--- src/rtl/spi_fifo_pkg.sv ---
// spi_fifo_pkg: shared status type and pointer compare for the SPI FIFO channels.
package spi_fifo_pkg;
    localparam int MAXPW = 16;

    typedef struct packed {
        logic [MAXPW-1:0] count;
        logic             full;
        logic             empty;
        logic             overflow;
        logic             underflow;
    } fifoStatus_t;

    // x is wrPtr ^ rdPtr; returns {full, empty}
    function automatic logic [1:0] ptrCompare(input logic [MAXPW-1:0] x, input int aw);
        return {x == (MAXPW'(1) << aw), x == '0};
    endfunction
endpackage

--- src/rtl/spi_fifo_channel.sv ---
// spi_fifo_channel: one FIFO channel with registered read, flush and sticky error flags.
module spi_fifo_channel
    import spi_fifo_pkg::*;
#(
    parameter int DATAWIDTH = 8,
    parameter int DEPTH     = 16,
    localparam int AW       = $clog2(DEPTH)
) (
    input  logic                 clk,
    input  logic                 reset,
    input  logic                 wrEn,
    input  logic [DATAWIDTH-1:0] wrData,
    input  logic                 rdEn,
    output logic [DATAWIDTH-1:0] rdData,
    output logic                 rdValid,
    input  logic                 flush,
    input  logic                 errClear,
    output fifoStatus_t          status
);
    logic [DATAWIDTH-1:0] mem [DEPTH];
    logic [AW:0] wrPtr, rdPtr, count;
    logic full, empty, overflow, underflow, pushOk, popOk;

    assign {full, empty} = ptrCompare(MAXPW'(wrPtr ^ rdPtr), AW);
    assign count  = wrPtr - rdPtr;
    assign pushOk = wrEn & ~full & ~flush;
    assign popOk  = rdEn & ~empty & ~flush;
    assign status = '{count: MAXPW'(count), full: full, empty: empty,
                      overflow: overflow, underflow: underflow};

    always_ff @(posedge clk)
        if (pushOk) mem[wrPtr[AW-1:0]] <= wrData;

    always_ff @(posedge clk or posedge reset) begin
        if (reset) begin
            wrPtr     <= '0;
            rdPtr     <= '0;
            rdData    <= '0;
            rdValid   <= 1'b0;
            overflow  <= 1'b0;
            underflow <= 1'b0;
        end else begin
            rdValid   <= popOk;
            if (popOk) rdData <= mem[rdPtr[AW-1:0]];
            // an error event in the same cycle as errClear keeps the flag set
            overflow  <= (overflow & ~errClear) | (wrEn & full & ~flush);
            underflow <= (underflow & ~errClear) | (rdEn & empty & ~flush);
            wrPtr     <= flush ? '0 : wrPtr + (AW+1)'(pushOk);
            rdPtr     <= flush ? '0 : rdPtr + (AW+1)'(popOk);
        end
    end
endmodule

--- src/rtl/spi_duplex_fifo.sv ---
// spi_duplex_fifo: TX/RX buffering between host registers and the SPI core.
// Optional watermark flags enabled by defining SPI_FIFO_WATERMARK_EN.
module spi_duplex_fifo
    import spi_fifo_pkg::*;
#(
    parameter int DATAWIDTH = 8,
    parameter int TXDEPTH   = 16,
    parameter int RXDEPTH   = 16,
    localparam int TXAW     = $clog2(TXDEPTH),
    localparam int RXAW     = $clog2(RXDEPTH)
) (
    input  logic                 clk,
    input  logic                 reset,
    input  logic [DATAWIDTH-1:0] hostTxData,
    input  logic                 hostTxWrite,
    input  logic                 hostRxRead,
    output logic [DATAWIDTH-1:0] hostRxData,
    output logic                 hostRxValid,
    input  logic                 coreTxRead,
    output logic [DATAWIDTH-1:0] coreTxData,
    output logic                 coreTxValid,
    input  logic                 coreRxWrite,
    input  logic [DATAWIDTH-1:0] coreRxData,
    input  logic                 txFlush,
    input  logic                 rxFlush,
    input  logic                 errClear,
    output logic [TXAW:0]        txCount,
    output logic [RXAW:0]        rxCount,
    output logic                 txFull,
    output logic                 txEmpty,
    output logic                 rxFull,
    output logic                 rxEmpty,
    output logic                 txOverflow,
    output logic                 txUnderflow,
    output logic                 rxOverflow,
    output logic                 rxUnderflow,
    input  logic [TXAW:0]        txLevel,
    input  logic [RXAW:0]        rxLevel,
    output logic                 txLow,
    output logic                 rxHigh
);
    fifoStatus_t txStat, rxStat;
    logic unusedCountBits;

    spi_fifo_channel #(.DATAWIDTH(DATAWIDTH), .DEPTH(TXDEPTH)) txFifo (
        .clk(clk), .reset(reset), .wrEn(hostTxWrite), .wrData(hostTxData),
        .rdEn(coreTxRead), .rdData(coreTxData), .rdValid(coreTxValid),
        .flush(txFlush), .errClear(errClear), .status(txStat)
    );

    spi_fifo_channel #(.DATAWIDTH(DATAWIDTH), .DEPTH(RXDEPTH)) rxFifo (
        .clk(clk), .reset(reset), .wrEn(coreRxWrite), .wrData(coreRxData),
        .rdEn(hostRxRead), .rdData(hostRxData), .rdValid(hostRxValid),
        .flush(rxFlush), .errClear(errClear), .status(rxStat)
    );

    assign txCount     = txStat.count[TXAW:0];
    assign rxCount     = rxStat.count[RXAW:0];
    assign txFull      = txStat.full;
    assign txEmpty     = txStat.empty;
    assign rxFull      = rxStat.full;
    assign rxEmpty     = rxStat.empty;
    assign txOverflow  = txStat.overflow;
    assign txUnderflow = txStat.underflow;
    assign rxOverflow  = rxStat.overflow;
    assign rxUnderflow = rxStat.underflow;
    assign unusedCountBits = ^{txStat.count[MAXPW-1:TXAW+1], rxStat.count[MAXPW-1:RXAW+1]};

`ifdef SPI_FIFO_WATERMARK_EN
    always_ff @(posedge clk or posedge reset) begin
        if (reset) begin
            txLow  <= 1'b0;
            rxHigh <= 1'b0;
        end else begin
            txLow  <= txCount <= txLevel;
            rxHigh <= rxCount >= rxLevel;
        end
    end
`else
    logic unusedLevels;
    assign unusedLevels = ^{txLevel, rxLevel};
    assign txLow  = 1'b0;
    assign rxHigh = 1'b0;
`endif
endmodule

--- config.mk ---
export PLATFORM = sky130hd
export DESIGN_NAME = spi_duplex_fifo
export DESIGN_NICKNAME = d
export VERILOG_FILES = /design/src/rtl/spi_fifo_pkg.sv /design/src/rtl/spi_fifo_channel.sv /design/src/rtl/spi_duplex_fifo.sv
export SDC_FILE = /design/constraint.sdc
export NUM_CORES = 1
export LEC_CHECK = 0
export CAP_MARGIN = 20
export CORE_UTILIZATION = 64
export DETAILED_ROUTE_END_ITERATION = 10
export GPL_TIMING_DRIVEN = 0
export PLACE_DENSITY = 0.85
export SYNTH_ARGS = -nofsm -noshare
export SYNTH_HDL_FRONTEND = slang
export SYNTH_SLANG_ARGS = --single-unit
--- constraint.sdc ---
create_clock -name clk -period 5.4 [get_ports clk]
set_input_delay 1.08 -clock clk [delete_from_list [all_inputs] [get_ports clk]]
set_output_delay 1.08 -clock clk [all_outputs]
set_load 0.01 [all_outputs]
Word level (Yosys, flattened, before mapping)
Memory sizes are Yosys's and may differ from the RTL's. A register that Yosys moved wholly into a read port is not among the register bits.
Cells that the tools add are included.
W data, S select, Z words.
{"block": "word_totals", "word_cells": 63, "memories": 2, "mem_bits_ro": 0, "latchBits": 0, "regBits": 26, "ram_bits": 256}
{"block": "op_classes", "muxes": 8, "bitwise": 33, "shift": 0, "div_mod_pow": 0, "addsub": 6, "multipliers": 0, "magnitude_cmp": 0, "reduce_logical": 2, "eq_ne": 2}
{"memory": "rxFifo.mem", "words": 16, "width": 8, "read_ports": 1, "rd_ports_with_merged_regs": 1, "write_ports": 1, "line_no": "spi_fifo_channel.sv:20", "text": "logic [DATAWIDTH-1:0] mem [DEPTH];"}
{"memory": "txFifo.mem", "words": 16, "width": 8, "read_ports": 1, "rd_ports_with_merged_regs": 1, "write_ports": 1, "line_no": "spi_fifo_channel.sv:20"}
{"operator": "$eq A16 B5 Y1 const B", "count": 2}
{"operator": "$logic_not A16 Y1", "count": 2}
{"operator": "$add A5 B1 Y5", "count": 4}
{"operator": "$and A1 B1 Y1", "count": 20}
{"operator": "$mux W5", "count": 4}
{"operator": "$sub A5 B5 Y5", "count": 2}
{"operator": "$xor A5 B5 Y5", "count": 2}
{"operator": "$not A1 Y1", "count": 7}
{"operator": "$mux W1", "count": 4}
{"operator": "$or A1 B1 Y1", "count": 4}

Depth between registers and ports, before layout
Gate-level depths: netlist of the first run.
{"block": "logic_depth", "word_depth": 7, "mapped_depth": 14, "ltp_nobuf": 10}

By module
From an unflattened synthesis of the first run, not the netlist that was laid out.
{"block": "hier_totals", "cells_unflattened": 705, "area_unflattened_um2": 12278.0}
{"mod": "spi_fifo_channel", "seq_area_each_um2": 4369.2, "area_each_um2": 6129.6, "instances": 2, "cells_each": 351}
{"mod": "spi_duplex_fifo", "seq_area_each_um2": 0.0, "area_each_um2": 18.8, "instances": 1, "cells_each": 3}

Worst setup path before layout of the first run
Ideal clock, no wire load.
{"block": "synth_timing", "path_kind": "register to register", "startpoint": "register txFifo.rdPtr[3]", "endpoint": "memory txFifo.mem[1][0], enable pin", "t_required_ns": 5.017, "n_path_buf": 3, "setup_time_ns": 0.383, "path_slack_ns": 2.390, "arrival_time_ns": 2.626, "path_stages_with_launch": 10, "cell_sequence": "dfrtp_1 buf_2 buf_2 buf_2 inv_2 ha_1 and4_1 a21oi_1 nand3_1 nor3_1"}
{"block": "synth_between", "elab_chain_len": 7}
{"element": "start: declaration", "line_no": "spi_fifo_channel.sv:21", "text": "logic [AW:0] wrPtr, rdPtr, count;"}
{"element": "start signal: assignment", "line_no": "spi_fifo_channel.sv:49", "text": "rdPtr <= flush ? '0 : rdPtr + (AW+1)'(popOk);"}
{"element": "$xor A5 B5 Y5", "line_no": "spi_fifo_channel.sv:24", "text": "assign {full, empty} = ptrCompare(MAXPW'(wrPtr ^ rdPtr), AW);"}
{"element": "$eq A16 B5 Y1", "line_no": "spi_fifo_pkg.sv:15", "text": "return {x == (MAXPW'(1) << aw), x == '0};"}
{"element": "$not A1 Y1", "line_no": "spi_fifo_channel.sv:26", "text": "assign pushOk = wrEn & ~full & ~flush;"}
{"element": "$and A1 B1 Y1 (2 in series)", "line_no": "spi_fifo_channel.sv:26"}
{"element": "$mux W1", "line_no": "spi_fifo_channel.sv:32", "text": "if (pushOk) mem[wrPtr[AW-1:0]] <= wrData;"}
{"element": "$mux W1 (not written as such)", "line_no": "spi_fifo_channel.sv:32"}
{"element": "end: declaration", "line_no": "spi_fifo_channel.sv:20"}
No other way between the ends.

Worst setup path after layout of the first run
{"block": "layout_timing", "startpoint": "register rxFifo.rdPtr[1]", "endpoint": "output rxCount[3]"}
{"block": "layout_between", "elab_chain_len": 1}
{"element": "start: declaration", "line_no": "spi_fifo_channel.sv:21"}
{"element": "start signal: assignment", "line_no": "spi_fifo_channel.sv:49"}
{"element": "$sub A5 B5 Y5", "line_no": "spi_fifo_channel.sv:25", "text": "assign count = wrPtr - rdPtr;"}
{"element": "end: declaration", "line_no": "spi_duplex_fifo.sv:28", "text": "output logic [RXAW:0] rxCount,"}
No other way between the ends.

==> reports/results.tsv, run 1 <==
stage	metric	value	unit
run_status	status	complete, but fails checks	
run_status	violations	design-rule violations	
timing	maxClockFrequency	0.228	GHz
clock_network	h-tree-depth	1	
timing	rsz0062_at_grt	no	
floorplanning	coreArea	18200	µm²
critical_path	path_max_fanout	10	
clock_network	cts_tree	yes	
detailed_routing	drt_iter0_markers	720	
critical_path	worstPathRequired	4.32	ns
critical_path	slowest_stage	clkdlybuf4s50_1	
grt	grt_pass1_wl	39700	µm
logic_synthesis	synth-edff-count	256	
pwr	p_int	0.00393	W
floorplanning	num_io_pins	73	
clock_network	path_clk_slew	0.06	ns
logic_synthesis	synth_cell_types	33	
critical_path	path_cells	buf_2 > buf_2 > clkinv_1 > ha_1 > a21o_1 > a21oi_1 > xnor2_1 > clkdlybuf4s50_1	
clock_network	cts_buffers	29	
logic_synthesis	synth_seq_cells	298	
timing	max_slew_margin	0.329	
clock_network	ctsHoldBuffers	0	
critical_path	cp-end-kind	output port	
logic_synthesis	synthTopCellsByCount	edfxtp_1 (256), nand2_1 (68), mux4_2 (59), dfrtp_1 (42), nor2_1 (38)	
timing	finalHoldViolCount	0	
critical_path	criticalPathCategory	reg2out	
timing	slew_viol_final	0	
placed_design	place_congestion	0.872	
pwr	p_clk_frac	0.389	
timing	layout_worst_path_cycle_share	0.813	
final_layout	drive_gt1_frac	0.184	
final_layout	instances_no_fill	1027	
critical_path	slowest_delay	0.56	ns
critical_path	path_delay_family	buffers and inverters	
clock_network	cts_setup_buffers	0	
timing	worst_clock_skew	0.0130	ns
critical_path	cpMostUsedCell	buf_2	
detailed_routing	routedWlPerCell	25.6	µm
floorplanning	placementRows	49	
grt	grt_pass1_vias	6943	
timing	final-setup-viol-count	0	
logic_synthesis	async_flop_share	0.141	
detailed_routing	via_count	6716	
logic_synthesis	synth_area_leaders	edfxtp_1 (64%), mux4_2 (11%), dfrtp_1 (8.7%)	
pwr	ir_drop	383	µV
clock_network	cts_root_buf	clkbuf_16	
clock_network	clkSinkCount	298	
detailed_routing	firstDrtPassIters	9	
logic_synthesis	yosys.area.top_type	edfxtp_1	
critical_path	start_kind	register	
final_layout	final_util	0.764	
placed_design	dp.cells	973	
run	cap_violations	0	
logic_synthesis	netlist_instances	674	
hold_path	min_path_cells	1	
logic_synthesis	synth_most_common_cell	edfxtp_1	
critical_path	worst-path-stages	8	
floorplanning	dieArea	19300	µm²
final_layout	num-nets-final	828	
grt	grt_start_max_net_pins	43	
critical_path	reg2reg_depth	10	
critical_path	critPathArrivalTime	3.31	ns
pwr	powerDensity	361	nW/µm²
pwr	power_frac_seq	0.521	
floorplanning	fp.dieH	139	µm
grt	overflow	0	
logic_synthesis	synth_top_area_share	0.639	
placed_design	port_buffers	60	
floorplanning	fp.dieW	139	µm
logic_synthesis	ys_seq_area_frac	0.727	
pwr	combPwrFrac	0.090	
pwr	switchingPower	0.00109	W
timing	min_period	4.39	ns
hold_path	hold_class	reg2reg	
pwr	p_sw_frac	0.217	
placed_design	dpl.hpwl	16600	µm
grt	track_usage	0.281	
logic_synthesis	synth_ff_type	edfxtp_1	
pwr	leakage	4.87	nW
logic_synthesis	syn_avg_cell_area	17.8	µm²
floorplanning	initial_core_util	0.660	
critical_path	crit_buf_inv	4	
final_layout	area_growth	15.6	%
logic_synthesis	ys_warn_count	0	
final_layout	diodes	0	
clock_network	worstSkewPairLatency	0.55	ns
grt	antenna_found_initial	0	
clock_network	cts_max_path_buffers	3	
detailed_routing	drc	6	
logic_synthesis	syn_area	12000	µm²
timing	holdWs	0.517	ns
timing	setup_tns	0	ns
timing	tightest_slew	1.00	ns
detailed_routing	via_per_inst	6.54	
clock_network	cts_resized	0	
detailed_routing	ant_nets	0	
detailed_routing	routed_wl	26300	µm
-- kinds of logic (layout without fill, tap and decap cells) --
kind of cell	count (synthesis)	after routing	share of synthesized area
AO/OA/AOI/OAI	48	48	0.0293
multiplexers	64	64	0.121
adder cells (fa/ha/maj)	18	18	0.0200
AND/OR/NAND/NOR	166	166	0.0605
XOR/XNOR	20	20	0.0158
buffers and inverters	59	182	0.0260
flip-flops	298	298	0.727
other	1	2	0.000312
-- worst paths after layout --
| check | startpoint | endpoint | slack, ns |
|---|---|---|---|
| setup / recovery | rxFifo.rdPtr[1]$_DFF_PP0_ | rxCount[3] | 1.01 |
| hold / removal | rxFifo.rdData[7]$_DFFE_PP0N_ | rxFifo.rdData[7]$_DFFE_PP0N_ | 0.52 |
| setup reg to reg | txFifo.rdPtr[3]$_DFF_PP0_ | txFifo.mem[1][6]$_DFFE_PP_ | 1.35 |
| hold reg to reg | rxFifo.rdData[7]$_DFFE_PP0N_ | rxFifo.rdData[7]$_DFFE_PP0N_ | 0.52 |
| max in group asynchronous | reset | txFifo.rdData[3]$_DFFE_PP0N_ | 4.30 |
| min in group asynchronous | reset | rxFifo.overflow$_DFF_PP0_ | 0.88 |
-- metal layers --
metal	global-route usage	vias to the layer above	share of wire
met5	0	-	0
met4	0.139	0	0.051
met3	0.0421	98	0.072
met2	0.500	408	0.53
met1	0.337	3396	0.35
li1	-	2814	-
-- placed cells by master (no fill, tap or decap), types with 3 or more instances in the layout --
cell / instances
nand2b_1: 8
clkinv_1: 5
ha_1: 16
mux4_2: 59
dfrtp_1: 42
clkbuf_1: 13
a31oi_1: 16
a21o_1: 4
nor2b_1: 8
a22o_1: 16
nor2_1: 38
mux4_1: 5
buf_2: 22
buf_4: 4
inv_2: 3
a21oi_1: 6
xor2_1: 8
clkdlybuf4s50_1: 60
clkbuf_8: 6
inv_1: 20
nor3_1: 8
clkbuf_16: 29
nand2_1: 68
nand3_1: 32
edfxtp_1: 256
xnor2_1: 10
clkinv_2: 8
buf_6: 7
-- per-stage QoR --
stage          setup slack (ns)  total power [W]  area [µm²]
2_1_floorplan              2.39          0.00286       12000
3_3_place_gp               1.42          0.00308       12900
3_5_place_dp               1.55          0.00310       13000
4_1_cts                    1.01          0.00503       13900
5_1_grt                   0.830          0.00514       13900
6_report                   1.01          0.00502       13900
-- area by class of cell --
type | count | area (µm²)
multi-input cells | 318 | 2980
plain buffers | 32 | 211
clock inverters | 12 | 91.3
well taps | 229 | 287
flip-flops and latches | 298 | 8740
fillers | 974 | 4300
repair buffers | 69 | 666
inverters | 27 | 101
clock buffers | 42 | 835
-- worst reg2reg max path: cells and delay by family (launching register included) --
family | cells | cell delay (ns)
DFF | 1 | 0.34
buffers and inverters | 5 | 1.40
AOI/OAI and AO/OA | 1 | 0.37
and+or+nand+nor | 3 | 1.24
adders and majority gates | 1 | 0.39
-- flip-flops by register name, summed over array words and instances, names as in the netlist, 5 cells and up --
| register | flops |
|---|---|
| txFifo.rdPtr | 5 |
| rxFifo.rdPtr | 5 |
| rxFifo.wrPtr | 5 |
| txFifo.mem | 128 |
| txFifo.rdData | 8 |
| txFifo.wrPtr | 5 |
| rxFifo.rdData | 8 |
| rxFifo.mem | 128 |
-- power by group through the flow --
stage / Clock (W) / Combinational, W / Sequential [W]
2_1_floorplan: 0 / 0.000189 / 0.00267
3_3_place_gp: 0 / 0.000425 / 0.00266
3_5_place_dp: 0 / 0.000445 / 0.00266
4_1_cts: 0.00196 / 0.000453 / 0.00262
5_1_grt: 0.00205 / 0.000476 / 0.00262
6_report: 0.00195 / 0.000451 / 0.00262
No activity file was read; power rests on OpenSTA's default activity.
==> run 2, diff against run 1 <==
--- a/config.mk
+++ b/config.mk
@@ -6,10 +6,10 @@
 export NUM_CORES = 1
 export LEC_CHECK = 0
 export CAP_MARGIN = 20
-export CORE_UTILIZATION = 64
+export CORE_UTILIZATION = 59
 export DETAILED_ROUTE_END_ITERATION = 10
 export GPL_TIMING_DRIVEN = 0
-export PLACE_DENSITY = 0.85
+export PLACE_DENSITY = 0.79
 export SYNTH_ARGS = -nofsm -noshare
 export SYNTH_HDL_FRONTEND = slang
 export SYNTH_SLANG_ARGS = --single-unit
==> constraint.sdc (replaced) <==
create_clock -name clk -period 4.3 [get_ports clk]
set_input_delay 0.86 -clock clk [delete_from_list [all_inputs] [get_ports clk]]
set_output_delay 0.86 -clock clk [all_outputs]
set_load 0.01 [all_outputs]
==> run 2 against run 1 <==
  * The run now ends clean
  * Routed wire length fell by 3.4%
  * Sequential power rose by 26%
  * Power rose by 31%
  * Design area is 1.1% higher
  * Setup slack got worse by 0.84 ns
  * Critical endpoint unchanged
==> reports/results.tsv, run 2 (synthesis gave the netlist of run 1 again) <==
stage	metric	value	unit	change
pwr	powerDensity	469	nW/µm²	+30%
timing	layout_worst_path_cycle_share	0.961		
critical_path	start_kind	register		
final_layout	finalInstanceArea	14100	µm²	+1.1%
floorplanning	num_io_pins	73		unchanged
grt	track_usage	0.256		-0.0243
grt	grt_start_max_net_pins	43		unchanged
grt	grt_pass1_vias	6704		-3.4%
timing	finalHoldViolCount	0		unchanged
clock_network	path_clk_slew	0.06	ns	about the same
detailed_routing	drt_iter0_markers	464		-36%
timing	min_period	4.13	ns	
clock_network	cts_max_path_buffers	3		unchanged
floorplanning	placementRows	51		+4.1%
critical_path	reg2reg_depth	10		unchanged
timing	tightest_slew	0.928	ns	-0.0759 ns
final_layout	most-common-layout-cells	edfxtp_1 (256), nand2_1 (68), clkdlybuf4s50_1 (60)		
timing	slew_viol_final	0		unchanged
floorplanning	initial_core_util	0.610		-0.0505
placed_design	dpl.hpwl	16500	µm	-0.34%
hold_path	hold_path_end	txFifo.rdData[2]$_DFFE_PP0N_		
detailed_routing	drc	0		-6
timing	worst_clock_skew	0.0142	ns	+0.00125 ns
floorplanning	fp.dieH	145	µm	+4.1%
critical_path	slowest_delay	0.57	ns	about the same
detailed_routing	via_per_inst	6.07		-7.2%
critical_path	cpMostUsedCell	buf_2		
detailed_routing	via_count	6442		-4.1%
timing	max_slew_margin	0.381		+0.0522
final_layout	num-nets-final	827		-0.12%
clock_network	cts_root_buf	clkbuf_16		
run	cap_violations	0		unchanged
critical_path	r2r_slack	0.43	ns	-0.92 ns
critical_path	critPathArrivalTime	3.27	ns	-0.04 ns
placed_design	place_congestion	0.872		-0.10%
run_status	status	finished, final reports clean		
timing	rsz0062_at_grt	no		
critical_path	path_max_fanout	10		unchanged
floorplanning	dieArea	21000	µm²	+8.4%
grt	antenna_found_initial	0		unchanged
final_layout	final_util	0.713		-0.0506
hold_path	min_path_cells	1		unchanged
final_layout	area_growth	16.9	%	
pwr	ir_drop	379	µV	-1.1%
grt	overflow	0		unchanged
critical_path	path_delay_family	buffers and inverters		
clock_network	cts_setup_buffers	0		unchanged
critical_path	path_cells	buf_2 > buf_2 > clkinvlp_4 > ha_1 > a21o_1 > a21oi_1 > xnor2_1 > clkdlybuf4s50_1		
final_layout	drive_gt1_frac	0.186		+0.00172
final_layout	diodes	0		unchanged
detailed_routing	routedWlPerCell	23.9	µm	-6.5%
final_layout	final_common_cell	edfxtp_1		
timing	maxClockFrequency	0.242	GHz	
hold_path	min_from	txFifo.rdData[2]$_DFFE_PP0N_		
timing	setup_tns	0	ns	unchanged
placed_design	port_buffers	60		unchanged
critical_path	worstPathRequired	3.44	ns	-0.88 ns
placed_design	dpl-instance-area	13000	µm²	+0.21%
clock_network	cts_buffers	29		unchanged
clock_network	clkSinkCount	298		unchanged
critical_path	cp-end-kind	output port		
critical_path	timing.rr.start	txFifo.rdPtr[3]$_DFF_PP0_		
detailed_routing	routed_wl	25400	µm	-3.4%
critical_path	crit_buf_inv	4		unchanged
clock_network	worstSkewPairLatency	0.54	ns	about the same
detailed_routing	ant_nets	0		unchanged
timing	final-setup-viol-count	0		unchanged
clock_network	cts_tree	yes		
clock_network	h-tree-depth	1		unchanged
grt	grt_pass1_wl	38200	µm	-3.9%
hold_path	hold_class	reg2reg		
critical_path	slowest_stage	clkdlybuf4s50_1		
detailed_routing	firstDrtPassIters	5		-4
pwr	leakage	4.90	nW	+0.52%
floorplanning	coreArea	19700	µm²	+8.3%
critical_path	worst-path-stages	8		unchanged
critical_path	criticalPathCategory	reg2out		
floorplanning	fp.dieW	145	µm	+4.1%
critical_path	r2r_end	txFifo.mem[2][0]$_DFFE_PP_		
==> run 2: changes by cell type in the layout (fill, tap and decap cells not counted) <==
| cell | change |
|---|---|
| clkinv_2 | -7 |
| clkbuf_8 | -1 |
| clkbuf_1 | -4 |
| buf_2 | -1 |
| clkinvlp_4 | +5 |
| buf_4 | +1 |
| clkinv_1 | +1 |
| bufinv_16 | +5 |
| buf_12 | -1 |
==> run 2: what timing repair did <==
item                       4_1_cts  5_1_grt
setup endpoints to repair        0        1
hold buffers                     0        0
gates resized for setup          0        1
==> run 2: how the worst max path moves through the flow <==
stage	start	to	slack, ns
final	rxFifo.rdPtr[1]$_DFF_PP0_	rxCount[3]	0.17
after global routing	rxFifo.rdPtr[1]$_DFF_PP0_	rxCount[3]	0.008
after CTS	rxFifo.rdPtr[1]$_DFF_PP0_	rxCount[3]	0.1
after detailed placement	txFifo.rdPtr[3]$_DFF_PP0_	txFifo.mem[1][0]$_DFFE_PP_	0.44
after global placement	txFifo.rdPtr[3]$_DFF_PP0_	txFifo.mem[0][0]$_DFFE_PP_	0.35
after floorplan	txFifo.rdPtr[3]$_DFF_PP0_	txFifo.mem[1][0]$_DFFE_PP_	1.29
==> run 2: area by class of cell <==
class / count / area, µm²
multi-input cells: 318 / 2980
clock buffers: 37 / 806
inverters: 27 / 105
well taps: 265 / 332
plain buffers: 32 / 211
clock inverters: 16 / 244
flip-flops and latches: 298 / 8740
fillers: 1185 / 5650
repair buffers: 68 / 648
==> run 2: worst register-to-register path, delay by kind of cell, from the launching register on <==
kind | cells | cell delay (ns)
buf+inv | 5 | 1.29
simple gates | 3 | 1.22
fa+ha+maj | 1 | 0.38
compound gates | 1 | 0.38
flops | 1 | 0.31
==> run 2: layer usage <==
| metal | global-route usage | routed length [µm] | up-vias | share of wire |
|---|---|---|---|---|
| met1 | 0.316 | 9430 | 3275 | 0.37 |
| met5 | 0 | 0 | - | 0 |
| met3 | 0.0342 | 1560 | 62 | 0.062 |
| li1 | - | - | 2812 | - |
| met2 | 0.456 | 13400 | 293 | 0.53 |
| met4 | 0.112 | 951 | 0 | 0.037 |
==> run 2: metrics by stage <==
step / power, W / hold slack, ns / instances / setup WS (ns)
after floorplan: 0.00359 / 0.544 / 675 / 1.29
after global placement: 0.00387 / 0.496 / 1000 / 0.347
after detailed placement: 0.00390 / 0.505 / 1008 / 0.439
after CTS: 0.00661 / 0.519 / 1061 / 0.0963
after global routing: 0.00677 / 0.537 / 1061 / 0.00849
final: 0.00659 / 0.514 / 1061 / 0.169
==> run 2: power by group <==
| part | leakage (nW) | internal, W | switching (W) |
|---|---|---|---|
| Sequential | 2.86 | 0.00323 | 0.0000678 |
| Combinational | 1.53 | 0.000301 | 0.000251 |
| Clock | 0.500 | 0.00168 | 0.00106 |
